## src/rtl/world_map_rd_arbiter.sv

```systemverilog
`default_nettype none
// ============================================================================
// Module   : world_map_rd_arbiter
// Function : Round-robin share of the world-map read port between two
//            requesters, with in-order pixel return via a latency-matched
//            tag pipeline. Define WMAP_FIXED_PRIO_EN for fixed priority
//            (requester 0 always wins a conflict).
// Revision : 1.0  initial release
// ============================================================================
module world_map_rd_arbiter #(
  parameter int ADDR_W = 14,
  parameter int RD_LAT = 2
) (
  input  logic              clk,
  input  logic              resetn,
  input  logic              req0,
  input  logic [ADDR_W-1:0] addr0,
  output logic              gnt0,
  output logic              rvalid0,
  output logic [1:0]        rdata0,
  input  logic              req1,
  input  logic [ADDR_W-1:0] addr1,
  output logic              gnt1,
  output logic              rvalid1,
  output logic [1:0]        rdata1,
  output logic [ADDR_W-1:0] map_addr,
  output logic              map_en,
  input  logic [1:0]        map_dout
);

  localparam int C_TAG_LAST = RD_LAT;

  logic              r_last_gnt;
  logic [RD_LAT:0]   r_tag_vld;
  logic [RD_LAT:0]   r_tag_id;
  logic              w_gnt0;
  logic              w_gnt1;
  logic              w_accept;
  logic              w_ret0;
  logic              w_ret1;

  always_comb begin
    w_gnt0 = 1'b0;
    w_gnt1 = 1'b0;
`ifdef WMAP_FIXED_PRIO_EN
    w_gnt0 = req0;
    w_gnt1 = req1 & ~req0;
`else
    if (req0 && req1) begin
      w_gnt0 = r_last_gnt;
      w_gnt1 = ~r_last_gnt;
    end else begin
      w_gnt0 = req0;
      w_gnt1 = req1;
    end
`endif
  end

  assign gnt0     = w_gnt0;
  assign gnt1     = w_gnt1;
  assign w_accept = w_gnt0 | w_gnt1;

  // Tag entry 0 is loaded together with map_addr, so entry RD_LAT is the one
  // whose read data is present on map_dout during the current cycle.
  assign w_ret0 = r_tag_vld[C_TAG_LAST] & ~r_tag_id[C_TAG_LAST];
  assign w_ret1 = r_tag_vld[C_TAG_LAST] &  r_tag_id[C_TAG_LAST];

  always_ff @(posedge clk or negedge resetn) begin
    if (!resetn) begin
      map_addr   <= '0;
      map_en     <= 1'b0;
      r_last_gnt <= 1'b1;
      r_tag_vld  <= '0;
      r_tag_id   <= '0;
      rvalid0    <= 1'b0;
      rvalid1    <= 1'b0;
      rdata0     <= 2'b00;
      rdata1     <= 2'b00;
    end else begin
      map_en    <= w_accept;
      r_tag_vld <= {r_tag_vld[RD_LAT-1:0], w_accept};
      r_tag_id  <= {r_tag_id[RD_LAT-1:0], w_gnt1};
      if (w_accept) begin
        map_addr   <= w_gnt1 ? addr1 : addr0;
        r_last_gnt <= w_gnt1;
      end
      rvalid0 <= w_ret0;
      rvalid1 <= w_ret1;
      if (w_ret0) rdata0 <= map_dout;
      if (w_ret1) rdata1 <= map_dout;
    end
  end

endmodule
`default_nettype wire

```

## config.mk

```make
export PLATFORM = sky130hd
export DESIGN_NAME = world_map_rd_arbiter
export DESIGN_NICKNAME = d
export VERILOG_FILES = /design/src/rtl/world_map_rd_arbiter.sv
export SDC_FILE = /design/constraint.sdc
export NUM_CORES = 1
export LEC_CHECK = 0
export ABC_CLOCK_PERIOD_IN_PS = 2300
export CAP_MARGIN = 20
export CORE_MARGIN = 8
export CORE_UTILIZATION = 43
export DETAILED_ROUTE_END_ITERATION = 12
export GPL_TIMING_DRIVEN = 0
export PLACE_DENSITY = 0.84
export REMOVE_ABC_BUFFERS = 1
export SLEW_MARGIN = 20
export SYNTH_ARGS = -nofsm -noshare
export SYNTH_HDL_FRONTEND = slang
export SYNTH_SLANG_ARGS = --single-unit
```

## constraint.sdc

```tcl
create_clock -name clk -period 2.3 [get_ports clk]
set_clock_uncertainty 0.15 [all_clocks]
set_input_delay 0.46 -clock clk [delete_from_list [all_inputs] [get_ports clk]]
set_output_delay 0.46 -clock clk [all_outputs]
set_load 0.005 [all_outputs]
```

==> flow_metrics.py <==
metrics = {
    "cts": {
        "clk_latency_ps": 320,
        "numCtsBuffers": 3,
        "clock-root-buffer": "clkbuf_4",
        "clk_path_buf_depth": 2,
        "cts_max_level": 1,
        "cts_tree": "yes",
        "path_clk_slew_ps": 150,
        "clock_sink_count": 27,
    },
    "yosys": {
        "ys_types": 18,
        "synth.mux.area_fraction_pct": 15.3,
        "synthAdderAreaFrac_pct": 0,
        "ys_ff_latch": 27,
        "synth-compound-area-share_pct": 14.3,
        "synth_flop_cell": "dfrtp_1",
        "postSynthCellCount": 105,
        "yosys.area_share.simple_pct": 9.51,
        "synth_top_family_by_area": "multiplexers",
        "async_flop_share_pct": 100,
        "yosysSeqAreaShare_pct": 55.9,
        "syn_area_per_cell_um2": 11.5,
        "synth_edf_count": 0,
        "yosys.area.top_type": "dfrtp_1",
        "ys_warn_count": 0,
        "synth_xor_area_share_pct": 0,
        "synth_top_area_share_pct": 53.8,
        "syn_area_um2": 1210,
        "synth.most_common_cell": "dfrtp_1",
        "synth_commonest_cells": "dfrtp_1 (26), a31oi_1 (14), and3_1 (14), mux2i_1 (14), o21ai_1 (14)",
        "yosys-top-cells-area": "dfrtp_1 (54%), mux2i_1 (12%), a31oi_1 (7.2%)",
    },
    "power": {
        "pwr-share-clk_pct": 18.5,
        "power_mw": 1.10,
        "pwr_density_cell_nw_per_um2": 605,
        "vdd_ir_drop_max_mv": 0.457,
        "switching_share_pct": 27.1,
        "p_comb_share_pct": 29.8,
        "p_leak_nw": 0.827,
        "intPower_uw": 803,
        "netSwitchingPower_uw": 298,
        "seq_power_share_pct": 51.8,
    },
    "global_routing": {
        "grt_antenna_before_repair": 0,
        "grt_pass1_wl_mm": 5.66,
        "track_usage_pct": 13.9,
        "grt_pass1_vias": 1174,
        "grt_max_degree": 33,
        "overflow": 0,
    },
    "sta": {
        "min_period_ps": 2130,
        "whs_ps": 224,
        "final_max_slew_viol_count": 0,
        "slew-limit-headroom_pct": 59.5,
        "setup_viol": 0,
        "post-route-period-util_pct": 92.7,
        "rsz0062_at_grt": "false",
        "fmax_ghz": 0.469,
        "tightestPinTransition_ps": 607,
        "hold_violations": 0,
    },
    "drt": {
        "first_pass_iters": 4,
        "vias_per_cell": 5.65,
        "antenna_left": 0,
        "wl_per_cell_um": 17.6,
        "routed_wl_mm": 3.37,
        "wl_met3_um": 308,
        "drt_iter0_markers": 34,
        "vias": 1085,
        "drcViolationCount": 0,
        "highest_layer": "met4",
        "dr_wl_met2_mm": 1.64,
        "wl_met1_mm": 1.34,
    },
    "worst_setup_path": {
        "required_ps": 1690,
        "r2r_slack_ps": 870,
        "cp_max_fo": 16,
        "reg2reg_depth": 5,
        "reg2reg_to": "map_addr[2]",
        "critPathKind": "reg -> out",
        "start_kind": "flip-flop",
        "end_kind": "primary output",
        "startpoint": "r_last_gnt",
        "r2r-start": "r_last_gnt",
        "cp.arrival_ps": 1520,
    },
    "floorplan": {
        "core_area_um2": 2710,
        "io_pins": 57,
        "start_util_pct": 44.6,
        "die_area_um2": 4770,
        "die_w_um": 69.0,
        "rows": 19,
        "die_y_um": 69.0,
    },
    "hold_path": {
        "worstHoldPathType": "reg -> reg",
        "holdPathEnd": "r_tag_id[2]",
        "hp-start": "r_tag_id[1]",
        "whs_path_depth": 0,
    },
    "final_layout": {
        "fillCellCount": 220,
        "syn_to_final_growth_pct": 50.4,
        "drive_gt1_share_pct": 10.6,
        "layout.nets": 196,
        "n_antenna_cell": 0,
        "stdcell_count": 192,
    },
    "placed_design": {
        "gp_congestion": 0.735,
        "io_buffers": 56,
        "dpl.hpwl_mm": 2.51,
        "place_inst": 184,
    },
    "flow_run": {
        "cap_violations": 0,
    },
    "outcome": {
        "status": "completed",
    },
}
worst max-delay path, stage by stage (launching register included):
cell           delay (ps)
dfstp_2               650
nand2_8               120
nand2_1               100
inv_1                  70
dlygate4sd2_1         270
state kept, by name, indices dropped and copies added (netlist names):
register / cells
map_addr: 14
r_tag_id: 3
r_tag_vld: 3
rdata0: 2
rdata1: 2
r_last_gnt: 1
rvalid0: 1
rvalid1: 1
cells in the final DEF (no fill, tap or decap), drive strengths merged, types with 2 or more instances in the layout:
| cell type | Yosys | routed |
|---|---|---|
| dfrtp | 26 | 26 |
| mux2 | 4 | 4 |
| inv | 3 | 3 |
| clkbuf | 2 | 3 |
| o21ai | 14 | 14 |
| dlygate4sd2 | 0 | 2 |
| and3 | 14 | 14 |
| clkdlybuf4s50 | 0 | 51 |
| a31oi | 14 | 14 |
| nand2 | 3 | 3 |
| buf | 6 | 6 |
| mux2i | 14 | 14 |
layout make-up:
class	count	area (um^2)	share of cell area, %
multi-input combinational	67	487	26.8
tap	31	38.8	2.13
inverter	3	11.3	0.619
timing repair buffer	60	578	31.8
clock buffer	3	22.5	1.24
clock inverter	1	5.00	0.275
sequential	27	677	37.2
worst max path at each step:
stage	cells after the start	endpoint	slack, ps
finish	4	gnt1	170
global route	4	gnt1	90
CTS	4	gnt1	170
global placement	5	gnt1	-1210
detailed placement	4	gnt1	-670
floorplan	3	gnt1	780
power by group through the flow:
stage	Combinational [mW]	Clock [mW]	Sequential, mW
final	0.328	0.203	0.570
after CTS	0.333	0.211	0.570
after global routing	0.356	0.233	0.578
after detailed placement	0.310	0	0.585
after global placement	0.301	0	0.580
after floorplan	0.0906	0	0.581
stage by stage:
stage          util (%)  TNS [ps]  instance area [um^2]  worst slack (ps)
5_1_grt            67.1         0                  1820              90.0
3_3_place_gp       65.0    -10670                  1760             -1210
2_1_floorplan         -         0                  1160               777
6_report           67.1         0                  1820               167
3_5_place_dp       64.6     -1320                  1750              -673
4_1_cts            67.1         0                  1820               168
metal layers:
| layer | vias to the layer above | track usage [%] |
|---|---|---|
| li1 | 498 | - |
| met1 | 530 | 15.0 |
| met2 | 51 | 23.6 |
| met3 | 6 | 5.87 |
| met4 | 0 | 5.01 |
| met5 | - | 0 |
cell families after synthesis:
logic type             count (synthesis)
AO/OA/AOI/OAI                         30
flip-flops                            27
AND/OR/NAND/NOR                       19
multiplexers                          18
buffers and inverters                 11
timing repair:
action                                 CTS  global route
buffers inserted                         3             0
endpoints found under the hold margin   26             0
hold buffers                             1             0
gates resized for setup                 10             0
setup endpoints to repair                2             0
No activity file was read; power rests on OpenSTA's default activity.
